==> src/rtl/simulador_tanques_pkg.sv <==
// Shared definitions for the two-tank plant model: sensor bit positions and the sensor vector.
// The optional fault override is enabled by SIMULADOR_FALHA_SENSOR_EN.
package simulador_pkg;

  localparam int S_INF_BAIXO = 0;
  localparam int S_INF_ALTO  = 1;
  localparam int S_SUP_BAIXO = 2;
  localparam int S_SUP_ALTO  = 3;
  localparam int N_SENSORES  = 4;

  typedef logic [N_SENSORES-1:0] sensor_t;

  // Replaces each measured bit whose force bit is set with the forced value.
  function automatic sensor_t aplica_forca(sensor_t medido, sensor_t forca, sensor_t valor);
    return (medido & ~forca) | (valor & forca);
  endfunction

endpackage

==> src/rtl/simulador_tanques_if.sv <==
// Plant <-> controller signal bundle. The controller side is master, the plant is slave.
// Fault-injection signals exist only when SIMULADOR_FALHA_SENSOR_EN is defined.
interface simulador_tanques_if
  import simulador_pkg::*;
#(
  parameter int W = 8
) ();

  logic         m1;
  logic         m2;
  logic         consumo;
  logic         s1;
  logic         s2;
  logic         s3;
  logic         s4;
  logic [W-1:0] nivel_inf;
  logic [W-1:0] nivel_sup;
  logic         transbordo;
  logic         bomba_seca;

`ifdef SIMULADOR_FALHA_SENSOR_EN
  sensor_t      forca_sensor;
  sensor_t      valor_forcado;

  modport master (
    output m1, m2, consumo, forca_sensor, valor_forcado,
    input  s1, s2, s3, s4, nivel_inf, nivel_sup, transbordo, bomba_seca
  );

  modport slave (
    input  m1, m2, consumo, forca_sensor, valor_forcado,
    output s1, s2, s3, s4, nivel_inf, nivel_sup, transbordo, bomba_seca
  );
`else
  modport master (
    output m1, m2, consumo,
    input  s1, s2, s3, s4, nivel_inf, nivel_sup, transbordo, bomba_seca
  );

  modport slave (
    input  m1, m2, consumo,
    output s1, s2, s3, s4, nivel_inf, nivel_sup, transbordo, bomba_seca
  );
`endif

endinterface

==> src/rtl/simulador_tanques_modelo.sv <==
// One tank: saturating level register updated on model ticks, plus registered
// low/high threshold sensors that follow the level one clock later.
module modelo_tanque
#(
  parameter int W          = 8,
  parameter int CAPACIDADE = 200,
  parameter int LIM_BAIXO  = 40,
  parameter int LIM_ALTO   = 160,
  parameter int NIVEL_INI  = 0
) (
  input  logic         clk,
  input  logic         rst_n,
  input  logic         tick_i,
  input  logic [W:0]   entra_i,
  input  logic [W:0]   sai_i,
  output logic [W-1:0] nivel_o,
  output logic         excede_o,
  output logic         baixo_o,
  output logic         alto_o
);

  localparam logic [W:0] CAP_EXT = (W+1)'(CAPACIDADE);

  logic [W-1:0] nivel_q, nivel_d;
  logic         baixo_q, alto_q;
  logic [W:0]   soma, liquido;

  // NOTE: every variable assigned in always_comb gets a default first, so no path leaves it unassigned and no latch is inferred.
  always_comb begin
    soma     = {1'b0, nivel_q} + entra_i;
    liquido  = (soma < sai_i) ? '0 : soma - sai_i;
    excede_o = liquido > CAP_EXT;
    nivel_d  = nivel_q;
    if (tick_i) begin
      nivel_d = excede_o ? W'(CAPACIDADE) : liquido[W-1:0];
    end
  end

  // NOTE: sequential state uses non-blocking assignments so all registers update from pre-edge values.
  always_ff @(posedge clk or negedge rst_n) begin
    if (!rst_n) begin
      nivel_q <= W'(NIVEL_INI);
      baixo_q <= (NIVEL_INI >= LIM_BAIXO);
      alto_q  <= (NIVEL_INI >= LIM_ALTO);
    end else begin
      nivel_q <= nivel_d;
      // Sensors sample the current level, giving them one clock of latency.
      baixo_q <= (nivel_q >= W'(LIM_BAIXO));
      alto_q  <= (nivel_q >= W'(LIM_ALTO));
    end
  end

  assign nivel_o = nivel_q;
  assign baixo_o = baixo_q;
  assign alto_o  = alto_q;

endmodule

==> src/rtl/simulador_tanques.sv <==
// Two-tank plant model: prescaler, pump transfer, sticky flags and sensor outputs.
// Defining SIMULADOR_FALHA_SENSOR_EN adds a zero-latency per-sensor force override.
module simulador_tanques
  import simulador_pkg::*;
#(
  parameter int W             = 8,
  parameter int CAPACIDADE    = 200,
  parameter int LIM_BAIXO     = 40,
  parameter int LIM_ALTO      = 160,
  parameter int TAXA_M1       = 4,
  parameter int TAXA_M2       = 3,
  parameter int TAXA_CONSUMO  = 2,
  parameter int PERIODO       = 4,
  parameter int NIVEL_INI_INF = 0,
  parameter int NIVEL_INI_SUP = 0
) (
  input logic                clk,
  input logic                rst_n,
  simulador_tanques_if.slave tanques
);

  localparam int PW = (PERIODO > 1) ? $clog2(PERIODO) : 1;
  localparam logic [W:0] TAXA_M2_EXT = (W+1)'(TAXA_M2);

  logic [PW-1:0] presc_q, presc_d;
  logic          tick;
  logic [W:0]    xfer, in1, saida;
  logic [W-1:0]  nivel_inf, nivel_sup;
  logic          excede_inf, excede_sup, seca;
  logic          transbordo_q, transbordo_d;
  logic          bomba_seca_q, bomba_seca_d;
  sensor_t       sens_medido, sens_final;

  always_comb begin
    tick    = (presc_q == PW'(PERIODO - 1));
    presc_d = tick ? '0 : presc_q + 1'b1;
  end

  // Pump 2 can only move what the lower tank currently holds.
  always_comb begin
    xfer  = '0;
    in1   = '0;
    saida = '0;
    if (tanques.m2) begin
      xfer = ({1'b0, nivel_inf} < TAXA_M2_EXT) ? {1'b0, nivel_inf} : TAXA_M2_EXT;
    end
    if (tanques.m1) begin
      in1 = (W+1)'(TAXA_M1);
    end
    if (tanques.consumo) begin
      saida = (W+1)'(TAXA_CONSUMO);
    end
    seca = tanques.m2 && ({1'b0, nivel_inf} < TAXA_M2_EXT);
  end

  modelo_tanque #(
    .W(W), .CAPACIDADE(CAPACIDADE), .LIM_BAIXO(LIM_BAIXO),
    .LIM_ALTO(LIM_ALTO), .NIVEL_INI(NIVEL_INI_INF)
  ) u_inferior (
    .clk      (clk),
    .rst_n    (rst_n),
    .tick_i   (tick),
    .entra_i  (in1),
    .sai_i    (xfer),
    .nivel_o  (nivel_inf),
    .excede_o (excede_inf),
    .baixo_o  (sens_medido[S_INF_BAIXO]),
    .alto_o   (sens_medido[S_INF_ALTO])
  );

  modelo_tanque #(
    .W(W), .CAPACIDADE(CAPACIDADE), .LIM_BAIXO(LIM_BAIXO),
    .LIM_ALTO(LIM_ALTO), .NIVEL_INI(NIVEL_INI_SUP)
  ) u_superior (
    .clk      (clk),
    .rst_n    (rst_n),
    .tick_i   (tick),
    .entra_i  (xfer),
    .sai_i    (saida),
    .nivel_o  (nivel_sup),
    .excede_o (excede_sup),
    .baixo_o  (sens_medido[S_SUP_BAIXO]),
    .alto_o   (sens_medido[S_SUP_ALTO])
  );

  // Flags are sticky: once set they hold until reset.
  always_comb begin
    transbordo_d = transbordo_q | (tick & (excede_inf | excede_sup));
    bomba_seca_d = bomba_seca_q | (tick & seca);
  end

  always_ff @(posedge clk or negedge rst_n) begin
    if (!rst_n) begin
      presc_q      <= '0;
      transbordo_q <= 1'b0;
      bomba_seca_q <= 1'b0;
    end else begin
      presc_q      <= presc_d;
      transbordo_q <= transbordo_d;
      bomba_seca_q <= bomba_seca_d;
    end
  end

`ifdef SIMULADOR_FALHA_SENSOR_EN
  assign sens_final = aplica_forca(sens_medido, tanques.forca_sensor, tanques.valor_forcado);
`else
  assign sens_final = sens_medido;
`endif

  assign tanques.s1         = sens_final[S_INF_BAIXO];
  assign tanques.s2         = sens_final[S_INF_ALTO];
  assign tanques.s3         = sens_final[S_SUP_BAIXO];
  assign tanques.s4         = sens_final[S_SUP_ALTO];
  assign tanques.nivel_inf  = nivel_inf;
  assign tanques.nivel_sup  = nivel_sup;
  assign tanques.transbordo = transbordo_q;
  assign tanques.bomba_seca = bomba_seca_q;

endmodule

==> src/flat_wrapper.sv <==
// flat-port wrapper written by rule: the top's interface ports become plain ports
module simulador_tanques_flat import simulador_pkg::*;
#(
  parameter int W             = 8,
  parameter int CAPACIDADE    = 200,
  parameter int LIM_BAIXO     = 40,
  parameter int LIM_ALTO      = 160,
  parameter int TAXA_M1       = 4,
  parameter int TAXA_M2       = 3,
  parameter int TAXA_CONSUMO  = 2,
  parameter int PERIODO       = 4,
  parameter int NIVEL_INI_INF = 0,
  parameter int NIVEL_INI_SUP = 0
)
  (clk, rst_n, tanques_m1, tanques_m2, tanques_consumo, tanques_s1, tanques_s2, tanques_s3, tanques_s4, tanques_nivel_inf, tanques_nivel_sup, tanques_transbordo, tanques_bomba_seca);
  simulador_tanques_if #(.W(W)) tanques_i ();
  input logic clk;
  input logic rst_n;
  input wire logic [$bits(tanques_i.m1)-1:0] tanques_m1;
  input wire logic [$bits(tanques_i.m2)-1:0] tanques_m2;
  input wire logic [$bits(tanques_i.consumo)-1:0] tanques_consumo;
  output wire logic [$bits(tanques_i.s1)-1:0] tanques_s1;
  output wire logic [$bits(tanques_i.s2)-1:0] tanques_s2;
  output wire logic [$bits(tanques_i.s3)-1:0] tanques_s3;
  output wire logic [$bits(tanques_i.s4)-1:0] tanques_s4;
  output wire logic [$bits(tanques_i.nivel_inf)-1:0] tanques_nivel_inf;
  output wire logic [$bits(tanques_i.nivel_sup)-1:0] tanques_nivel_sup;
  output wire logic [$bits(tanques_i.transbordo)-1:0] tanques_transbordo;
  output wire logic [$bits(tanques_i.bomba_seca)-1:0] tanques_bomba_seca;
  assign tanques_i.m1 = tanques_m1;
  assign tanques_i.m2 = tanques_m2;
  assign tanques_i.consumo = tanques_consumo;
  assign tanques_s1 = tanques_i.s1;
  assign tanques_s2 = tanques_i.s2;
  assign tanques_s3 = tanques_i.s3;
  assign tanques_s4 = tanques_i.s4;
  assign tanques_nivel_inf = tanques_i.nivel_inf;
  assign tanques_nivel_sup = tanques_i.nivel_sup;
  assign tanques_transbordo = tanques_i.transbordo;
  assign tanques_bomba_seca = tanques_i.bomba_seca;
  simulador_tanques #(.W(W), .CAPACIDADE(CAPACIDADE), .LIM_BAIXO(LIM_BAIXO), .LIM_ALTO(LIM_ALTO), .TAXA_M1(TAXA_M1), .TAXA_M2(TAXA_M2), .TAXA_CONSUMO(TAXA_CONSUMO), .PERIODO(PERIODO), .NIVEL_INI_INF(NIVEL_INI_INF), .NIVEL_INI_SUP(NIVEL_INI_SUP)) u_core (.clk(clk), .rst_n(rst_n), .tanques(tanques_i));
endmodule
==> config.mk <==
export PLATFORM = sky130hd
export DESIGN_NAME = simulador_tanques_flat
export DESIGN_NICKNAME = d
export VERILOG_FILES = /design/src/rtl/simulador_tanques_pkg.sv /design/src/rtl/simulador_tanques_if.sv /design/src/rtl/simulador_tanques_modelo.sv /design/src/rtl/simulador_tanques.sv /design/src/flat_wrapper.sv
export SDC_FILE = /design/constraint.sdc
export NUM_CORES = 1
export LEC_CHECK = 0
export BUFFER_PORTS_ARGS = -buffer_cell sky130_fd_sc_hd__clkbuf_2
export CAP_MARGIN = 20
export CORE_UTILIZATION = 53
export CTS_CLUSTER_SIZE = 40
export DETAILED_ROUTE_END_ITERATION = 8
export PLACE_DENSITY = 0.77
export SLEW_MARGIN = 40
export SYNTH_ARGS = -nofsm -noshare
export SYNTH_HDL_FRONTEND = slang
export SYNTH_SLANG_ARGS = --single-unit
==> constraint.sdc <==
create_clock -name clk -period 3.2 [get_ports clk]
set_input_delay 0.64 -clock clk [delete_from_list [all_inputs] [get_ports clk]]
set_output_delay 0.64 -clock clk [all_outputs]
set_load 0.1 [all_outputs]
# Word level (Yosys, flattened, before mapping)
# Index checks and enable logic that the tools add are counted.
# classes
order_cmp,9
n_reduce_logical,1
eq_ne,1
bitwise_logic,5
addsub,5
n_mux,9
# ops
cell,count
$mux 9,3
$mux 8,3
$gt 9x8->1 const B,2
$lt 9x9->1,2
$sub 9x9->9,2
$ge 8x6->1 const B,2
$ge 8x8->1 const B,2
$add 8x3->9,1
$add 8x9->9,1
$lt 8x2->1 const B,1
$mux 2,2
$mux 3,1
$or 1x1->1,3
$add 2x1->2 const B,1
$and 1x1->1,2
$eq 2x2->1 const B,1
$logic_and 1x1->1,1
# totals
elab_cells,39
out_inout_bits,22
reg_bits,24
inputBits,5

# Logic depth before layout (Yosys ltp)
# logic_depth
depth_word,10
mapped_depth,16
depth_no_buf,16

# Cells and area by module
# From an unflattened synthesis, not the netlist that was laid out.
# unflattened
hier_cells,284
hier_area_um2,2511.2
# by_module_without_submodules
module,seq_area_each_um2,cells_per_inst,area_per_inst_um2,n_inst
modelo_tanque,250.2,134,1161.1,2
simulador_tanques,100.1,16,188.9,1

# Worst setup path before layout
# No wires, ideal clock.
# synth_path
path_kind,flip-flop to flip-flop
start,register u_core.u_inferior.nivel_q[4] (netlist: u_core.u_inferior.nivel_o[4])
end,register u_core.u_superior.nivel_q[0] (netlist: u_core.u_superior.nivel_o[0])
path_stages_with_launch,17
period_less_slack_ns,3.994
t_required_ns,3.099
setup_slack_ns,-0.794
path_buffers,0
arrival_ns,3.893
setup_ns,0.101
cell_sequence,dfrtp_1 -> nor4_1 -> nand2_1 -> o21a_1 -> ha_1 -> inv_1 -> fa_1 -> ha_1 -> ha_1 -> nand2_1 -> nor2_1 -> nor2b_1 -> a2111oi_2 -> a2bb2oi_1 -> o22ai_1 -> and2_4 -> o32ai_1
# synth_via
elab_chain_cells,8
word_cells_on_any_way,9
cone_classes,add/sub: 2; order compare: 3; mux: 4
# synth_rtl
element,line,text
"start, declared",simulador_tanques_modelo.sv:24,"logic [W-1:0] nivel_q, nivel_d;"
"start signal, assigned",simulador_tanques_modelo.sv:42,nivel_q <= W'(NIVEL_INI);
"start signal, assigned",simulador_tanques_modelo.sv:46,nivel_q <= nivel_d;
$lt 8x2->1,simulador_tanques.sv:45,"xfer = ({1'b0, nivel_inf} < TAXA_M2_EXT) ? {1'b0, nivel_inf} : TAXA_M2_EXT;"
$mux 8 *,simulador_tanques.sv:45,
$mux 9 *,simulador_tanques.sv:44,if (tanques.m2) begin
$add 8x9->9 *,simulador_tanques_modelo.sv:30,"soma = {1'b0, nivel_q} + entra_i;"
$sub 9x9->9 / $lt 9x9->1 (equally long branches),simulador_tanques_modelo.sv:31,liquido = (soma < sai_i) ? '0 : soma - sai_i;
$mux 9 *,simulador_tanques_modelo.sv:31,
$gt 9x8->1,simulador_tanques_modelo.sv:32,excede_o = liquido > CAP_EXT;
$mux 8 *,simulador_tanques_modelo.sv:35,nivel_d = excede_o ? W'(CAPACIDADE) : liquido[W-1:0];
"end signal, assigned",simulador_tanques_modelo.sv:42,
"end signal, assigned",simulador_tanques_modelo.sv:46,
"end, declared",simulador_tanques_modelo.sv:24,
# Mark *: on every way between the ends. The rest lies on a longest branch, timed or not.
# A chain may end at the register's enable or synchronous reset.

# Final worst setup path
# layout_path
start,register u_core.u_inferior.nivel_q[2] (netlist: u_core.u_inferior.nivel_o[2])
end,register u_core.u_superior.nivel_q[0] (netlist: u_core.u_superior.nivel_o[0])
# The elaborated chain is that of the path after synthesis.

==> reports/metrics.yaml <==
finClkSkew_ns: 0.001388
ys_seq_area_share_pct: 26.53
grt_first_pass_wirelength_um: 10470
worstSkewPairLatency_ns: 0.28
swShare_pct: 53.53
power_frac_seq_pct: 12.3
whs_ns: 0.3619
synth_top_area_share_pct: 26.53
violations: "setup timing"
route.vias.total: 2587
grt_max_degree: 27
synth_edf_count: 0
ys_seq_elements: 24
cts_sinks: 24
initial_utilization_pct: 55.78
port_buffers: 26
r2r_slack_ns: -0.68
status: "complete, but fails checks"
drtIter0Drc: 289
multi_input_area_um2: 1953
synth_ff_type: "dfrtp_1"
drv_slew: 0
clockBufferDepth: 2
rsz0062_at_grt: "yes"
cts.clk_slew.worst_paths_ns: 0.09
area_growth_pct: 51.41
die_height_um: 67.35
ys_warn_count: 0
period_needed_ns: 3.878
syn_avg_cell_area_um2: 8.876
regArea_um2: 616.8
die_area_um2: 4536
drive_gt1_share_pct: 49.03
critPathCaptureType: "flop"
cts_root_buf: "clkbuf_8"
cts_buffers: 3
dp_hpwl_um: 4538
slew_headroom_pct: 57.99
wl_um: 8361
startpoint: "u_core.u_inferior.nivel_o[2]"
drc: 0
peakVddDrop_v: 0.0008974
p_leak_nw: 1.577
synth_cell_types: 68
timing.final.setup_violations: 17
fin_nets: 388
diodes: 0
hold_viol: 0
worstPathArrival_ns: 4.05
io_pins: 27
power_density_nw_per_um2: 1077
dr.pass1.iters: 6
yosys.area.top_type: "dfrtp_1"
avgViaCountPerCell: 6.325
crit_fanout: 7
drtAntennaViolNets: 0
rows: 23
synthTopCellsByArea: "dfrtp_1 27%, ha_1 12%, nor2_1 3.5%"
core_area_um2: 4058
fmax_mhz: 257.9
crit_end: "u_core.u_superior.nivel_o[0]"
cp-start-kind: "flop"
period_share_pct: 121.2
utilization_pct: 84.46
r2r-start: "u_core.u_inferior.nivel_o[2]"
crit_type: "reg2reg"
p_int_mw: 1.715
p_switching_mw: 1.975
antenna_found_initial: 0
syn_area_um2: 2263
htree_levels: 1
drt-wirelength-per-cell_um: 20.44
reg2regPathDepth: 16
required_ns: 3.38
r2r_end: "u_core.u_superior.nivel_o[0]"
synth_common_cells: "24 x dfrtp_1, 21 x ha_1, 21 x nor2_1, 14 x inv_1, 13 x nand2_1"
async_flop_share_pct: 100.0
comb_power_share_pct: 80.3
place_congestion: 0.8513
grt_pass1_vias: 2285
cts_tree: "built"
synth_most_common_cell: "dfrtp_1"
holdCritPathClass: "in2async"
globalRoute.totalOverflow: 0
maxCapViolCount: 0
tightest_slew_ns: 0.6301
timing.final.ws_setup_ns: -0.6776
track_usage_pct: 30.34
netlist_instances: 255
power_frac_clock_pct: 7.4
nFillCells: 208
die_w_um: 67.35
## logic make-up after synthesis
| family | share of synthesized area [%] |
|---|---|
| fa+ha+maj | 13.38 |
| flops | 26.53 |
| compound gates | 25.37 |
| mux | 1.161 |
| buf+inv | 3.538 |
| xor+xnor | 4.643 |
| other cells | 0.3318 |
| simple gates | 25.04 |
## routing by layer
| metal | part of all wire [%] | track usage (%) | wire (um) | vias up |
|---|---|---|---|---|
| li1 | - | - | - | 1158 |
| met1 | 42 | 41.35 | 3542 | 1236 |
| met2 | 48 | 49.63 | 4015 | 158 |
| met3 | 6.1 | 5.236 | 512 | 35 |
| met4 | 3.5 | 7.181 | 291 | 0 |
| met5 | 0 | 0 | 0 | - |
## metrics by stage
step / power (mW) / std cells / setup WS [ns] / area, um2 / TNS (ns)
3_5_place_dp: 2.694 / 388 / -0.4863 / 2933 / -5.931
2_1_floorplan: 2.022 / 265 / -0.4124 / 2370 / -5.104
5_1_grt: 3.848 / 409 / -0.7507 / 3427 / -8.676
6_report: 3.690 / 409 / -0.6776 / 3427 / -7.244
4_1_cts: 3.162 / 398 / -0.4224 / 3152 / -4.125
3_3_place_gp: 2.646 / 388 / -0.4158 / 2933 / -4.237
## sequential cells by signal, indices dropped and copies added (netlist names)
register	cells
u_core.presc_q	2
u_core.u_inferior.baixo_o	1
u_core.u_superior.alto_o	1
u_core.u_inferior.alto_o	1
u_core.u_inferior.nivel_o	8
u_core.tanques.bomba_seca	1
u_core.tanques.transbordo	1
u_core.u_superior.baixo_o	1
u_core.u_superior.nivel_o	8
## power groups by stage
stage          clock, mW  combinational, mW  sequential [mW]
6_report           0.274               2.96            0.454
5_1_grt            0.288               3.10            0.461
4_1_cts            0.273               2.44            0.445
3_5_place_dp           0               2.25            0.449
3_3_place_gp           0               2.20            0.447
2_1_floorplan          0               1.06            0.962
## repair_timing
item | in CTS | in global routing
hold buffers | 0 | 0
gates resized for setup | 21 | 36
setup endpoints to repair | 17 | 17
pin swaps | 24 | 35
setup buffers | 6 | 13
## worst max-delay path: stages, from the launching register on
cell,delay [ns]
dfrtp_4,0.51
nor4_4,0.26
nand2_1,0.14
buf_6,0.16
o21ai_4,0.14
buf_6,0.13
inv_2,0.05
ha_1,0.31
a211oi_2,0.30
nor2_1,0.13
xor2_2,0.38
nor2_1,0.14
and3_1,0.23
nand4b_1,0.26
buf_4,0.17
nand3_1,0.13
o32ai_2,0.33
## layout by cell type, fill, tap and decap left out, types with 6 or more instances in the layout
cell      count
nand3_1      12
ha_1         14
conb_1       12
o21a_1        6
clkbuf_2     26
nand2_1      12
o21ai_0       7
inv_1        12
nor2_1       18
buf_4        65
a21oi_1       8
dfrtp_1      17
## worst min path at each step
stage	start	end	slack [ns]	cells after the start
floorplan	rst_n	u_core.presc_q[0]	0.34	0
global placement	u_core.presc_q[0]	u_core.presc_q[0]	0.41	1
detailed placement	u_core.presc_q[0]	u_core.presc_q[0]	0.42	1
CTS	rst_n	u_core.u_superior.alto_o	0.37	1
global route	rst_n	u_core.u_superior.nivel_o[6]	0.41	1
finish	rst_n	u_core.u_superior.nivel_o[6]	0.36	1
## cell type report
| type | instances | area share (%) |
|---|---|---|
| Timing Repair Buffer | 95 | 19.35 |
| Clock buffer | 3 | 1.205 |
| Sequential cell | 24 | 18.00 |
| Clock inverter | 1 | 0.8762 |
| Inverter | 16 | 1.752 |
| Tap cell | 50 | 1.825 |
| Multi-Input combinational cell | 220 | 56.99 |
(Power assumes the default switching activity.)
